===== config.mk =====
export PLATFORM = sky130hd
export DESIGN_NAME = rv32_w_writeback_arbiter_flat
export DESIGN_NICKNAME = d
export VERILOG_FILES = /design/src/rtl/rv32_w_writeback_arbiter_if.sv /design/src/rtl/rv32_w_writeback_arbiter.sv /design/src/flat_wrapper.sv
export SDC_FILE = /design/constraint.sdc
export NUM_CORES = 1
export LEC_CHECK = 0
export BUFFER_PORTS_ARGS = -buffer_cell sky130_fd_sc_hd__buf_4
export CAP_MARGIN = 20
export CORE_ASPECT_RATIO = 1.5
export CORE_MARGIN = 8
export CORE_UTILIZATION = 39
export CTS_CLUSTER_SIZE = 14
export DETAILED_ROUTE_END_ITERATION = 8
export HOLD_SLACK_MARGIN = 0.15
export PLACE_DENSITY = 0.63
export SYNTH_ARGS = -nofsm -noshare
export SYNTH_HDL_FRONTEND = slang
export SYNTH_SLANG_ARGS = --single-unit
export TNS_END_PERCENT = 50

===== constraint.sdc =====
create_clock -name clk_i -period 2.45 [get_ports clk_i]
set_input_delay 0.49 -clock clk_i [delete_from_list [all_inputs] [get_ports clk_i]]
set_output_delay 0.49 -clock clk_i [all_outputs]
set_load 0.05 [all_outputs]

===== src/rtl/rv32_w_writeback_arbiter_if.sv =====
//------------------------------------------------------------------------------
// rv32_w_writeback_arbiter_if
//
// Purpose:
//   Bundles the three result sources of the writeback stage and the single
//   register-file write port that they compete for.
//
// Signal summary:
//   ex_valid_i/ex_rd_i/ex_data_i        single-cycle pipeline result; it never
//                                       stalls, so it has no ready
//   mdu_valid_i/mdu_rd_i/mdu_data_i     multiply/divide result
//   mdu_ready_o                         MDU holding buffer can take a result
//   lsu_valid_i/lsu_rd_i/lsu_data_i     load result, already extended
//   lsu_ready_o                         LSU holding buffer can take a result
//   write_enable_3_o                    register-file write strobe
//   write_address_3_o                   register-file write address
//   write_data_3_o                      register-file write data
//
// Modports:
//   slave  - the arbiter: consumes results, drives readies and the write port
//   master - the result producers and register file seen from the outside
//------------------------------------------------------------------------------
interface rv32_w_writeback_arbiter_if;

   // Pipeline (EX) result
   logic        ex_valid_i;
   logic [4:0]  ex_rd_i;
   logic [31:0] ex_data_i;

   // Multiply/divide unit result and its handshake
   logic        mdu_valid_i;
   logic [4:0]  mdu_rd_i;
   logic [31:0] mdu_data_i;
   logic        mdu_ready_o;

   // Load/store unit result and its handshake
   logic        lsu_valid_i;
   logic [4:0]  lsu_rd_i;
   logic [31:0] lsu_data_i;
   logic        lsu_ready_o;

   // Register-file write port
   logic        write_enable_3_o;
   logic [4:0]  write_address_3_o;
   logic [31:0] write_data_3_o;

   modport slave (
      input  ex_valid_i,
      input  ex_rd_i,
      input  ex_data_i,
      input  mdu_valid_i,
      input  mdu_rd_i,
      input  mdu_data_i,
      output mdu_ready_o,
      input  lsu_valid_i,
      input  lsu_rd_i,
      input  lsu_data_i,
      output lsu_ready_o,
      output write_enable_3_o,
      output write_address_3_o,
      output write_data_3_o
   );

   modport master (
      output ex_valid_i,
      output ex_rd_i,
      output ex_data_i,
      output mdu_valid_i,
      output mdu_rd_i,
      output mdu_data_i,
      input  mdu_ready_o,
      output lsu_valid_i,
      output lsu_rd_i,
      output lsu_data_i,
      input  lsu_ready_o,
      input  write_enable_3_o,
      input  write_address_3_o,
      input  write_data_3_o
   );

endinterface


===== src/rtl/rv32_w_writeback_arbiter.sv =====
//------------------------------------------------------------------------------
// rv32_w_writeback_arbiter
//
// Purpose:
//   Merges three result streams onto one register-file write port.
//   The EX pipeline result is never stalled and always wins. The MDU and LSU
//   each park a result in a one-entry holding buffer and are served whenever
//   EX is idle. When both buffers are full the choice is either round-robin
//   (RR_EN=1) or fixed with MDU first (RR_EN=0).
//
// Parameters:
//   RR_EN   1 = round-robin between MDU and LSU, 0 = MDU always beats LSU
//
// Ports:
//   clk_i   single clock, all state updates on the rising edge
//   rst_ni  asynchronous active-low reset
//   wb      rv32_w_writeback_arbiter_if.slave, result inputs, buffer readies
//           and the registered register-file write port
//
// Timing:
//   EX result sampled on edge N is written after edge N.
//   A buffered result accepted on edge N is granted at the earliest in the
//   cycle that ends with edge N+1 and is written after that edge.
//   The write port is driven straight from flops so the register file can
//   capture it on the following falling edge.
//------------------------------------------------------------------------------
module rv32_w_writeback_arbiter #(
   parameter bit RR_EN = 1'b1
) (
   input logic                        clk_i,
   input logic                        rst_ni,
   rv32_w_writeback_arbiter_if.slave  wb
);

   // Which source owns the write port in the current cycle
   typedef enum logic [1:0] {
      GRANT_NONE,
      GRANT_EX,
      GRANT_MDU,
      GRANT_LSU
   } grant_e;

   // MDU holding buffer
   logic        mdu_full_q;
   logic [4:0]  mdu_rd_q;
   logic [31:0] mdu_data_q;

   // LSU holding buffer
   logic        lsu_full_q;
   logic [4:0]  lsu_rd_q;
   logic [31:0] lsu_data_q;

   // Round-robin pointer: 0 = MDU goes next, 1 = LSU goes next
   logic        ptr_lsu_q;

   // Arbitration results
   grant_e      grant;
   logic        mdu_accept;
   logic        lsu_accept;
   logic        win_valid;
   logic [4:0]  win_rd;
   logic [31:0] win_data;

   // Next values of the registered write port
   logic        we_d;
   logic [4:0]  addr_d;
   logic [31:0] data_d;

   // Registered write port
   logic        we_q;
   logic [4:0]  addr_q;
   logic [31:0] data_q;

   // A buffer only takes a new result while it is empty. Because a granted
   // buffer is full by definition, accepting and draining never happen on the
   // same edge: a drained buffer becomes refillable one edge later.
   assign mdu_accept = wb.mdu_valid_i && !mdu_full_q;
   assign lsu_accept = wb.lsu_valid_i && !lsu_full_q;

   // Ready is purely a function of buffer occupancy held in a flop, so the
   // producers never see a combinational path from their own valid.
   assign wb.mdu_ready_o = !mdu_full_q;
   assign wb.lsu_ready_o = !lsu_full_q;

   // Pick the owner of the write port for this cycle. EX cannot be stalled
   // and so always wins; the buffers only compete among themselves.
   always_comb begin
      grant = GRANT_NONE;
      if (wb.ex_valid_i) begin
         grant = GRANT_EX;
      end else if (mdu_full_q && lsu_full_q) begin
         if (RR_EN && ptr_lsu_q) begin
            grant = GRANT_LSU;
         end else begin
            grant = GRANT_MDU;
         end
      end else if (mdu_full_q) begin
         grant = GRANT_MDU;
      end else if (lsu_full_q) begin
         grant = GRANT_LSU;
      end
   end

   // Route the winner's destination and data to the write-port staging logic
   always_comb begin
      win_valid = 1'b0;
      win_rd    = 5'd0;
      win_data  = 32'd0;
      case (grant)
         GRANT_EX: begin
            win_valid = 1'b1;
            win_rd    = wb.ex_rd_i;
            win_data  = wb.ex_data_i;
         end
         GRANT_MDU: begin
            win_valid = 1'b1;
            win_rd    = mdu_rd_q;
            win_data  = mdu_data_q;
         end
         GRANT_LSU: begin
            win_valid = 1'b1;
            win_rd    = lsu_rd_q;
            win_data  = lsu_data_q;
         end
         default: begin
            win_valid = 1'b0;
            win_rd    = 5'd0;
            win_data  = 32'd0;
         end
      endcase
   end

   // x0 is hard-wired to zero, so a result aimed at it is consumed but never
   // written. An idle port is driven to all zeros rather than holding stale
   // address/data.
   always_comb begin
      we_d   = win_valid && (win_rd != 5'd0);
      addr_d = 5'd0;
      data_d = 32'd0;
      if (we_d) begin
         addr_d = win_rd;
         data_d = win_data;
      end
   end

   // MDU holding buffer: fill when empty, drain when granted
   always_ff @(posedge clk_i or negedge rst_ni) begin
      if (!rst_ni) begin
         mdu_full_q <= 1'b0;
         mdu_rd_q   <= 5'd0;
         mdu_data_q <= 32'd0;
      end else if (mdu_accept) begin
         mdu_full_q <= 1'b1;
         mdu_rd_q   <= wb.mdu_rd_i;
         mdu_data_q <= wb.mdu_data_i;
      end else if (grant == GRANT_MDU) begin
         mdu_full_q <= 1'b0;
      end
   end

   // LSU holding buffer: fill when empty, drain when granted
   always_ff @(posedge clk_i or negedge rst_ni) begin
      if (!rst_ni) begin
         lsu_full_q <= 1'b0;
         lsu_rd_q   <= 5'd0;
         lsu_data_q <= 32'd0;
      end else if (lsu_accept) begin
         lsu_full_q <= 1'b1;
         lsu_rd_q   <= wb.lsu_rd_i;
         lsu_data_q <= wb.lsu_data_i;
      end else if (grant == GRANT_LSU) begin
         lsu_full_q <= 1'b0;
      end
   end

   // The pointer moves only when a buffered source is served, and always
   // points at the side that was not just served. An EX win leaves it alone,
   // so a long EX burst does not disturb the buffered ordering.
   always_ff @(posedge clk_i or negedge rst_ni) begin
      if (!rst_ni) begin
         ptr_lsu_q <= 1'b0;
      end else if (grant == GRANT_MDU) begin
         ptr_lsu_q <= 1'b1;
      end else if (grant == GRANT_LSU) begin
         ptr_lsu_q <= 1'b0;
      end
   end

   // Registered write port; the asynchronous clear drops any pending write
   // the moment reset is asserted.
   always_ff @(posedge clk_i or negedge rst_ni) begin
      if (!rst_ni) begin
         we_q   <= 1'b0;
         addr_q <= 5'd0;
         data_q <= 32'd0;
      end else begin
         we_q   <= we_d;
         addr_q <= addr_d;
         data_q <= data_d;
      end
   end

   assign wb.write_enable_3_o  = we_q;
   assign wb.write_address_3_o = addr_q;
   assign wb.write_data_3_o    = data_q;

endmodule


===== src/flat_wrapper.sv =====
// flat-port wrapper written by rule: the top's interface ports become plain ports
module rv32_w_writeback_arbiter_flat 
#(
   parameter bit RR_EN = 1'b1
)
  (clk_i, rst_ni, wb_ex_valid_i, wb_ex_rd_i, wb_ex_data_i, wb_mdu_valid_i, wb_mdu_rd_i, wb_mdu_data_i, wb_mdu_ready_o, wb_lsu_valid_i, wb_lsu_rd_i, wb_lsu_data_i, wb_lsu_ready_o, wb_write_enable_3_o, wb_write_address_3_o, wb_write_data_3_o);
  rv32_w_writeback_arbiter_if wb_i ();
  input logic clk_i;
  input logic rst_ni;
  input wire logic [$bits(wb_i.ex_valid_i)-1:0] wb_ex_valid_i;
  input wire logic [$bits(wb_i.ex_rd_i)-1:0] wb_ex_rd_i;
  input wire logic [$bits(wb_i.ex_data_i)-1:0] wb_ex_data_i;
  input wire logic [$bits(wb_i.mdu_valid_i)-1:0] wb_mdu_valid_i;
  input wire logic [$bits(wb_i.mdu_rd_i)-1:0] wb_mdu_rd_i;
  input wire logic [$bits(wb_i.mdu_data_i)-1:0] wb_mdu_data_i;
  output wire logic [$bits(wb_i.mdu_ready_o)-1:0] wb_mdu_ready_o;
  input wire logic [$bits(wb_i.lsu_valid_i)-1:0] wb_lsu_valid_i;
  input wire logic [$bits(wb_i.lsu_rd_i)-1:0] wb_lsu_rd_i;
  input wire logic [$bits(wb_i.lsu_data_i)-1:0] wb_lsu_data_i;
  output wire logic [$bits(wb_i.lsu_ready_o)-1:0] wb_lsu_ready_o;
  output wire logic [$bits(wb_i.write_enable_3_o)-1:0] wb_write_enable_3_o;
  output wire logic [$bits(wb_i.write_address_3_o)-1:0] wb_write_address_3_o;
  output wire logic [$bits(wb_i.write_data_3_o)-1:0] wb_write_data_3_o;
  assign wb_i.ex_valid_i = wb_ex_valid_i;
  assign wb_i.ex_rd_i = wb_ex_rd_i;
  assign wb_i.ex_data_i = wb_ex_data_i;
  assign wb_i.mdu_valid_i = wb_mdu_valid_i;
  assign wb_i.mdu_rd_i = wb_mdu_rd_i;
  assign wb_i.mdu_data_i = wb_mdu_data_i;
  assign wb_mdu_ready_o = wb_i.mdu_ready_o;
  assign wb_i.lsu_valid_i = wb_lsu_valid_i;
  assign wb_i.lsu_rd_i = wb_lsu_rd_i;
  assign wb_i.lsu_data_i = wb_lsu_data_i;
  assign wb_lsu_ready_o = wb_i.lsu_ready_o;
  assign wb_write_enable_3_o = wb_i.write_enable_3_o;
  assign wb_write_address_3_o = wb_i.write_address_3_o;
  assign wb_write_data_3_o = wb_i.write_data_3_o;
  rv32_w_writeback_arbiter #(.RR_EN(RR_EN)) u_core (.clk_i(clk_i), .rst_ni(rst_ni), .wb(wb_i));
endmodule

==> results of run 1 <==
-- power groups by stage --
stage / Clock, mW / Sequential, mW / Combinational (mW)
CTS: 2.56 / 3.35 / 3.90
floorplan: 0 / 4.19 / 1.71
finish: 2.50 / 3.35 / 3.87
detailed placement: 0 / 3.37 / 3.89
global route: 2.65 / 3.46 / 4.10
global placement: 0 / 3.35 / 3.82
-- critical path: stages (launching register included) --
cell,delay [ns]
dfrtp_1,0.41
or4_1,0.59
o211ai_4,0.37
buf_12,0.23
a32oi_1,0.12
-- Yosys cell counts, drive strengths merged --
library cell / instances / area share, %
dfrtp: 115 / 59
mux2: 74 / 17
a32oi: 66 / 12
nand3: 34 / 3.5
clkbuf: 19 / 1.5
buf: 18 / 2.2
a221o: 4 / 0.83
and3: 4 / 0.52
nor2b: 4 / 0.52
nand2: 3 / 0.23
or4: 3 / 0.54
inv: 2 / 0.16
nor2: 2 / 0.16
a21o: 1 / 0.16
and2: 1 / 0.13
nand2b: 1 / 0.13
o211ai: 1 / 0.26
o22a: 1 / 0.18
-- logic make-up after synthesis --
family | Yosys count | synth area share, %
AO/OA/AOI/OAI | 73 | 13.8
buffers and inverters | 39 | 3.85
flip-flops | 115 | 59.4
multiplexers | 74 | 17.2
AND/OR/NAND/NOR | 52 | 5.74
-- registers in the layout, indices dropped and copies added, names as in the netlist --
| register | count |
|---|---|
| u_core.lsu_data_q | 32 |
| u_core.lsu_full_q | 1 |
| u_core.lsu_rd_q | 5 |
| u_core.mdu_data_q | 32 |
| u_core.mdu_full_q | 1 |
| u_core.mdu_rd_q | 5 |
| u_core.ptr_lsu_q | 1 |
| u_core.wb.write_address_3_o | 5 |
| u_core.wb.write_data_3_o | 32 |
| u_core.wb.write_enable_3_o | 1 |
-- per-layer routing --
| layer | routed length, um | vias up | global-route usage (%) | part of all wire (%) |
|---|---|---|---|---|
| li1 | - | 1688 | - | - |
| met1 | 5380 | 1906 | 19.9 | 37 |
| met2 | 7780 | 143 | 31.8 | 54 |
| met3 | 827 | 25 | 5.04 | 5.7 |
| met4 | 404 | 0 | 8.42 | 2.8 |
| met5 | 0 | - | 0 | 0 |
-- through the flow --
stage	area, um2	setup slack, ns
after floorplan	4840	0.729
after global placement	6240	0.573
after detailed placement	6240	0.518
after CTS	6850	0.578
after global routing	6850	0.457
final	6850	0.565
-- how the worst min path moves through the flow --
stage,to,slack (ns),cells past startpoint
floorplan,u_core.lsu_data_q[0],0.19,0
global placement,u_core.lsu_data_q[28],0.49,1
detailed placement,u_core.lsu_data_q[2],0.50,1
CTS,u_core.mdu_data_q[22],0.29,2
global route,u_core.mdu_rd_q[0],0.30,2
finish,u_core.mdu_data_q[22],0.32,2
-- cell type report --
cell class,count,area share (%)
inverter,2,0.110
clock inverter,10,1.90
multi-input combinational,199,26.6
clock buffer,22,6.92
timing repair buffer,172,19.6
tap,156,2.85
sequential,115,42.0
==> results.md, run 1 <==
| Result | This run |
| --- | --- |
| Routed len/inst | 21.3 um |
| Share of the core filled with cells | 55.6% |
| Port Buf Inserts | 155 |
| Cell count after placement | 643 |
| Dpl hpwl | 10,300 um |
| Post-synthesis cell count | 353 |
| CTS tree | yes |
| Critical path required time | 2.70 ns |
| Maximum number of pins on one net before global-route repair | 53 |
| Most common cell after layout, fill and taps aside | buf_4 |
| Reg2reg end | u_core.wb.write_data_3_o[18] |
| Vias in the first global route | 4,238 |
| Total DRC errors in the routed layout | 0 |
| Quantity of hold-fixing buffers added after cts | 1 |
| Static power due to leakage | 3.06 nW |
| Residual antenna-violating net count after detailed routing | 0 |
| Total power consumption of the routed design | 9.72 mW |
| Maximum fanout along the worst path | 26 |
| Final number of max-transition violations | 0 |
| Power Internal | 6.04 mW |
| Worst reg-to-reg setup slack | 0.56 ns |
| Part of the total power dissipated in sequential elements | 34.5% |
| Final wirelength | 14,400 um |
| Critical path endpoint | u_core.wb.write_data_3_o[18] |
| Worst ir drop on vdd | 551 uV |
| Crit path from | u_core.lsu_rd_q[1] |
| Clock tree sinks | 115 |
| Tot GR Track Use | 18.3% |
| Core area | 12,300 um2 |
| Ratio of total power to cell area | 1420 nW/um2 |
| Commonest cells after routing, fill and taps aside | buf_4 (167), dfrtp_1 (115), mux2_2 (74) |
| Worst slew margin | 62.3% |
| Final hold vios | 0 |
| Post_cts resized | 0 |
| DRC violation total after the first TritonRoute iteration | 217 |
| Placement row count | 50 |
| Share of cells above drive strength 1 | 54.6% |
| Layout fillers | 1,061 |
| CP arrival | 2.14 ns |
| Diode insertion count for antenna repair | 0 |
| 1st-pass router iterations | 5 |
| Maximum level of the CTS H-tree | 4 |
| DIE HEIGHT | 152 um |
| Count of final setup violators | 0 |
| Least-Margin Pin Slew | 0.564 ns |
| Root buffer selected by CTS | clkbuf_16 |
| Vias per std cell | 5.57 |
| Post-synthesis sequential element count | 115 |
| Share of total power in the clock network | 25.7% |
| Insertion delay to the later sink of the worst-skew pair | 0.41 ns |
| Post-CTS Setup Repair Bufs | 0 |
| Non-filler instance count after layout | 676 |
| Net switching component of the power | 3.68 mW |
| Number of nets in the final layout | 623 |
| Antenna violations before repair | 0 |
| Total standard cell area after synthesis | 4840 um2 |
| Horizontal die dimension | 107 um |
| Cell variety after synth | 22 |
| Post-Route Hold Slack | 0.315 ns |
| Warnings from Yosys | 0 |
| Fin crit share | 76.9% |
| Crit Reg-Reg Startpoint | u_core.lsu_rd_q[1] |
| Initial core utilization | 39.3% |
| TritonCTS buffer count | 17 |
| Final TNS setup | 0 ns |
| Portion of the post-synthesis area used by sequential elements | 59.4% |
| Reg2reg path depth | 4 |
| Register clock-pin slew on the reported worst setup and hold paths | 0.06 ns |
| Total number of vias | 3,762 |
| Final GP Congestion | 0.751 |
| Setup repair after global routing missed its margin | no |
| Part of the total power dissipated in combinational logic | 39.8% |
| Final global-route overflow total | 0 |
| Share of total power consumed by net switching | 37.8% |
| Setup crit end kind | flop |
| Startpoint type of the worst setup path | flop |
| Critical path start-end classification | reg2reg |
| First-pass GRT wire length | 22,800 um |
| Worst Hold Class | in2reg |
| Syn Nets | 469 |
| Area used by multi-input combinational logic | 1830 um2 |
| Area of all sequential standard cells | 2880 um2 |
| Hold Path Origin | wb_mdu_data_i[22] |
| Number of violations of the max-capacitance limit | 0 |
| Min cycle time layout | 1.89 ns |
| Number of I/O pins | 156 |
| Result of the run | complete, no violations |
| Synthesized area per cell | 13.7 um2 |
| Timing-limited maximum frequency | 530 MHz |
| Clock skew after layout | 0.00745 ns |
| Syn-to-layout area delta | 41.6% |
| Die ar. | 16,300 um2 |
| Largest buffer count on any clock path | 2 |
(Power assumes the default switching activity.)
==> run 2, diff against run 1 <==
==> constraint.sdc (replaced) <==
create_clock -name clk_i -period 1.9 [get_ports clk_i]
set_input_delay 0.38 -clock clk_i [delete_from_list [all_inputs] [get_ports clk_i]]
set_output_delay 0.38 -clock clk_i [all_outputs]
set_load 0.05 [all_outputs]
==> results.md, run 2 (synthesis results as in run 1) <==
| Result | This run |
| --- | --- |
| Total DRC errors in the routed layout | 0 |
| CTS tree | yes |
| Timing-limited maximum frequency | 569 MHz |
| Total power consumption of the routed design | 12.7 mW |
| Register clock-pin slew on the reported worst setup and hold paths | 0.05 ns |
| Placement row count | 50 |
| Worst slew margin | 69.2% |
| Part of the total power dissipated in sequential elements | 33.9% |
| Worst Hold Class | in2reg |
| Final GP Congestion | 0.790 |
| Cell count after placement | 647 |
| Clock skew after layout | 0.00750 ns |
| Number of violations of the max-capacitance limit | 0 |
| Horizontal die dimension | 107 um |
| Maximum fanout along the worst path | 33 |
| Post-route worst setup slack | 0.143 ns |
| Total number of vias | 3,798 |
| Least-Margin Pin Slew | 0.462 ns |
| Critical path required time | 2.16 ns |
| Clock tree sinks | 115 |
| Diode insertion count for antenna repair | 0 |
| Final global-route overflow total | 0 |
| Fin crit share | 92.5% |
| Share of total power in the clock network | 25.4% |
| Met3 track demand over resource in global routing | 4.83% |
| Share of cells above drive strength 1 | 55.0% |
| Cells along the critical path | or4_4 -> a32oi_4 -> buf_12 -> a32oi_1 |
| Routed len/inst | 21.1 um |
| First-pass GRT wire length | 22,900 um |
| Min cycle time layout | 1.76 ns |
| Root buffer selected by CTS | clkbuf_16 |
| Part of the total power dissipated in combinational logic | 40.7% |
| Number of I/O pins | 156 |
| Dpl hpwl | 10,200 um |
| Maximum level of the CTS H-tree | 4 |
| Initial core utilization | 39.3% |
| Antenna violations before repair | 0 |
| Port Buf Inserts | 155 |
| Global routing usage on met1 | 20.0% |
| Vias in the first global route | 4,223 |
| Share of total power consumed by net switching | 37.6% |
| DIE HEIGHT | 152 um |
| Most crowded layer after global routing | met2 |
| Final hold vios | 0 |
| Final wirelength | 14,400 um |
| Startpoint type of the worst setup path | flop |
| Final number of max-transition violations | 0 |
| Ratio of total power to cell area | 1830 nW/um2 |
| 1st-pass router iterations | 5 |
| Final TNS setup | 0 ns |
| Area of all sequential standard cells | 2880 um2 |
| Pre-CTS setup slack | 0.116 ns |
| TritonCTS buffer count | 17 |
| Number of nets in the final layout | 627 |
| Most common cell after layout, fill and taps aside | buf_4 |
| Critical path start-end classification | reg2reg |
| Result of the run | complete, no violations |
| Slowest-stage cell, CP | or4_4 |
| CP arrival | 2.02 ns |
| Post_cts resized | 0 |
| Static power due to leakage | 3.09 nW |
| Setup repair after global routing missed its margin | no |
| Largest buffer count on any clock path | 2 |
| Core area | 12,300 um2 |
| Setup crit end kind | flop |
| Tot GR Track Use | 18.2% |
| Non-filler instance count after layout | 680 |
| Insertion delay to the later sink of the worst-skew pair | 0.40 ns |
| Vias per std cell | 5.59 |
| Power Internal | 7.90 mW |
| Count of final setup violators | 0 |
| Maximum number of pins on one net before global-route repair | 43 |
| Met2 Use GR | 32.1% |
| Syn-to-layout area delta | 43.2% |
| Net switching component of the power | 4.76 mW |
| Layout fillers | 1,026 |
| Worst ir drop on vdd | 809 uV |
| Residual antenna-violating net count after detailed routing | 0 |
| Area used by multi-input combinational logic | 1830 um2 |
| Largest incremental delay on the critical path | 0.55 ns |
| Die ar. | 16,300 um2 |
| DRC violation total after the first TritonRoute iteration | 142 |
| Commonest cells after routing, fill and taps aside | buf_4 (167), dfrtp_1 (115), mux2_2 (74) |
run 2: cell types whose count changed in the layout (fill, tap and decap cells not counted):
| cell | delta |
|---|---|
| buf_12 | +4 |
run 2: routing by layer:
metal / share of wire, % / vias up
met1: 38 / 1969
met3: 5.6 / 16
li1: - / 1701
met5: 0 / -
met4: 1.6 / 0
met2: 55 / 112
run 2: repair_timing:
| item | CTS | global route |
|---|---|---|
| endpoints found under the hold margin | 31 | 0 |
| hold buffers | 1 | 0 |
| buffers inserted | 0 | 0 |
run 2: critical path, delay by kind of cell, from the launching register on:
family / cells / cell delay [ns]
flops: 1 / 0.40
buf+inv: 1 / 0.23
compound gates: 2 / 0.42
simple gates: 1 / 0.55
run 2: stage by stage:
step	hold WS [ns]	instance area, um2	util, %
after floorplan	0.0844	4840	-
after global placement	0.367	6320	51.3
after detailed placement	0.368	6320	51.3
after CTS	0.191	6930	56.3
after global routing	0.194	6930	56.3
final	0.210	6930	56.3
run 2: power by group through the flow:
stage	registers (mW)	clock network (mW)	logic (mW)
3_3_place_gp	4.29	0	5.09
2_1_floorplan	5.40	0	2.20
5_1_grt	4.43	3.39	5.45
4_1_cts	4.29	3.28	5.19
6_report	4.29	3.22	5.15
3_5_place_dp	4.32	0	5.17
run 2: worst paths after layout:
check | from | end | slack (ns) | cells past startpoint
worst min register to register | u_core.lsu_data_q[16] | u_core.lsu_data_q[16] | 0.50 | 1
min in group asynchronous | rst_ni | u_core.mdu_data_q[7] | 0.48 | 2
worst max register to register | u_core.mdu_rd_q[0] | u_core.wb.write_data_3_o[25] | 0.14 | 4
max in group asynchronous | rst_ni | u_core.lsu_data_q[23] | 0.83 | 3
worst max-delay path | u_core.mdu_rd_q[0] | u_core.wb.write_data_3_o[25] | 0.14 | 4
worst min-delay path | wb_mdu_rd_i[0] | u_core.mdu_rd_q[0] | 0.21 | 2
run 2: layout make-up:
cell class	instances	area share (%)
flip-flops and latches	115	41.5
multi-input cells	199	26.3
repair buffers	176	20.5
clock buffers	22	6.84
well taps	156	2.81
clock inverters	10	1.88
inverters	2	0.108
==> run 3, diff against run 2 <==
--- a/config.mk
+++ b/config.mk
@@ -8,10 +8,11 @@
 export BUFFER_PORTS_ARGS = -buffer_cell sky130_fd_sc_hd__buf_4
 export CAP_MARGIN = 20
 export CORE_ASPECT_RATIO = 1.5
-export CORE_MARGIN = 8
+export CORE_MARGIN = 2
 export CORE_UTILIZATION = 39
 export CTS_CLUSTER_SIZE = 14
 export DETAILED_ROUTE_END_ITERATION = 8
+export GPL_TIMING_DRIVEN = 0
 export HOLD_SLACK_MARGIN = 0.15
 export PLACE_DENSITY = 0.63
 export SYNTH_ARGS = -nofsm -noshare
==> constraint.sdc (replaced) <==
create_clock -name clk_i -period 2 [get_ports clk_i]
set_input_delay 0.4 -clock clk_i [delete_from_list [all_inputs] [get_ports clk_i]]
set_output_delay 0.4 -clock clk_i [all_outputs]
set_load 0.05 [all_outputs]
==> results.md, run 3 (synthesis results as in run 1) <==
| Result | This run |
| --- | --- |
| Result of the run | complete, no violations |
| Final GP Congestion | 0.748 |
| Root buffer selected by CTS | clkbuf_16 |
| Met2 Use GR | 38.0% |
| Min cycle time layout | 1.95 ns |
| Vias in the first global route | 4,208 |
| CP delay by family, top | compound AO/OA/AOI/OAI gates |
| Final hold vios | 0 |
| Non-filler instance count after layout | 695 |
| Residual antenna-violating net count after detailed routing | 0 |
| Diode insertion count for antenna repair | 0 |
| Layout fillers | 1,026 |
| Placement row count | 49 |
| Final wirelength | 13,800 um |
| Most crowded layer after global routing | met2 |
| Share of total power in the clock network | 25.8% |
| Buffers and inverters on the worst path | 1 |
| Clock skew after layout | 0.00622 ns |
| Routed len/inst | 19.8 um |
| End point of the worst hold path | u_core.lsu_full_q |
| Ratio of total power to cell area | 1730 nW/um2 |
| Least-Margin Pin Slew | 0.799 ns |
| Share of cells above drive strength 1 | 52.6% |
| Maximum level of the CTS H-tree | 4 |
| Initial core utilization | 40.1% |
| Maximum number of pins on one net before global-route repair | 62 |
| Commonest cells after routing, fill and taps aside | buf_4 (155), dfrtp_1 (115), mux2_2 (74) |
| Final TNS setup | 0 ns |
| Core area | 12,100 um2 |
| Crit Reg-Reg Startpoint | u_core.mdu_full_q |
| Number of I/O pins | 156 |
| Register clock-pin slew on the reported worst setup and hold paths | 0.05 ns |
| Met3 track demand over resource in global routing | 5.06% |
| Most common cell after layout, fill and taps aside | buf_4 |
| Clock tree sinks | 115 |
| First-pass GRT wire length | 21,100 um |
| Part of the total power dissipated in sequential elements | 34.4% |
| Syn-to-layout area delta | 41.4% |
| Reg2reg end | u_core.wb.write_data_3_o[5] |
| Number of nets in the final layout | 645 |
| Critical path start-end classification | reg2reg |
| Setup crit end kind | flop |
| 1st-pass router iterations | 4 |
| Final number of max-transition violations | 0 |
| Setup repair after global routing missed its margin | no |
| Global routing usage on met1 | 23.7% |
| Post-Route Hold Slack | 0.225 ns |
| Port Buf Inserts | 155 |
| Timing-limited maximum frequency | 512 MHz |
| Hold Path Origin | wb_lsu_valid_i |
| Total number of vias | 3,809 |
| Power Internal | 7.30 mW |
| Startpoint type of the worst setup path | flop |
| Critical path required time | 2.24 ns |
| Tot GR Track Use | 21.2% |
| Reg2reg path depth | 4 |
| Static power due to leakage | 3.06 nW |
| Horizontal die dimension | 95.0 um |
| DIE HEIGHT | 140 um |
| DRC violation total after the first TritonRoute iteration | 135 |
| Cells along the critical path | nor2b_1 -> a32oi_2 -> clkbuf_1 -> a32oi_1 |
| Antenna violations before repair | 0 |
| CP arrival | 2.19 ns |
| Vias per std cell | 5.48 |
| Hold-critical path depth | 3 |
| Total DRC errors in the routed layout | 0 |
| Net switching component of the power | 4.52 mW |
| Dpl hpwl | 9770 um |
| Maximum fanout along the worst path | 10 |
| Post-CTS Setup Repair Bufs | 0 |
| TritonCTS buffer count | 17 |
| Cell count after placement | 662 |
| CTS tree | yes |
| Slowest-stage cell, CP | a32oi_2 |
| Die ar. | 13,300 um2 |
| Largest buffer count on any clock path | 2 |
| Worst Hold Class | in2reg |
| Worst ir drop on vdd | 647 uV |
| Number of violations of the max-capacitance limit | 0 |
| Insertion delay to the later sink of the worst-skew pair | 0.40 ns |
| Worst slew margin | 46.7% |
| Fin crit share | 97.7% |
| Share of total power consumed by net switching | 38.2% |
| Count of final setup violators | 0 |
| Final global-route overflow total | 0 |
| Worst reg-to-reg setup slack | 0.05 ns |
| Part of the total power dissipated in combinational logic | 39.9% |
| Largest incremental delay on the critical path | 0.50 ns |
run 3: cell types whose count changed in the layout (fill, tap and decap cells not counted), sizes merged:
cell,delta
clkinvlp,+1
inv,+1
buf,-1
clkinv,+1
clkbuf,+16
run 3: worst max-delay path by stage:
stage,depth (start not counted),end,start
2_1_floorplan,4,u_core.wb.write_data_3_o[2],wb_ex_rd_i[0]
3_3_place_gp,5,u_core.wb.write_data_3_o[13],wb_ex_valid_i
3_5_place_dp,5,u_core.wb.write_data_3_o[22],wb_ex_valid_i
4_1_cts,4,u_core.wb.write_data_3_o[14],u_core.mdu_full_q
5_1_grt,4,u_core.wb.write_data_3_o[3],u_core.mdu_full_q
6_report,4,u_core.wb.write_data_3_o[5],u_core.mdu_full_q
run 3: metrics by stage:
step / cell area, um2 / utilization [%] / power, mW / worst slack, ns
after CTS: 6850 / 56.7 / 11.9 / 0.0353
final: 6850 / 56.7 / 11.8 / 0.0459
after global placement: 6200 / 51.3 / 8.69 / -0.121
after detailed placement: 6220 / 51.5 / 8.81 / -0.163
after floorplan: 4840 / - / 7.22 / 0.369
after global routing: 6850 / 56.7 / 12.4 / 0.0136
run 3: repair_timing:
action                                 CTS  global route
endpoints found under the hold margin   60             0
setup endpoints to repair               22             5
hold buffers                             1             0
gates resized for setup                  3             2
run 3: per-layer routing:
layer / vias up / wire length [um]
li1: 1736 / -
met1: 1927 / 5300
met2: 126 / 7680
met3: 20 / 532
met4: 0 / 277
met5: - / 0
run 3: power groups by stage:
| stage | Combinational (mW) | Sequential (mW) | Clock [mW] |
|---|---|---|---|
| after global routing | 5.01 | 4.17 | 3.22 |
| final | 4.71 | 4.06 | 3.04 |
| after floorplan | 2.09 | 5.13 | 0 |
| after CTS | 4.76 | 4.06 | 3.10 |
| after detailed placement | 4.73 | 4.09 | 0 |
| after global placement | 4.65 | 4.04 | 0 |
run 3: final cells by class:
cell class	count	area, um2	share of cell area (%)
sequential	115	2880	42.0
multi-input combinational	199	1780	26.1
buffer	37	183	2.67
clock buffer	19	443	6.47
clock inverter	13	159	2.32
tap	153	191	2.80
timing repair buffer	157	1200	17.5
inverter	2	7.51	0.110
run 3: worst min-delay path, cell delays in order:
cell and delay, ns:
buf_4 0.09, nor2_1 0.03, nor2_1 0.07
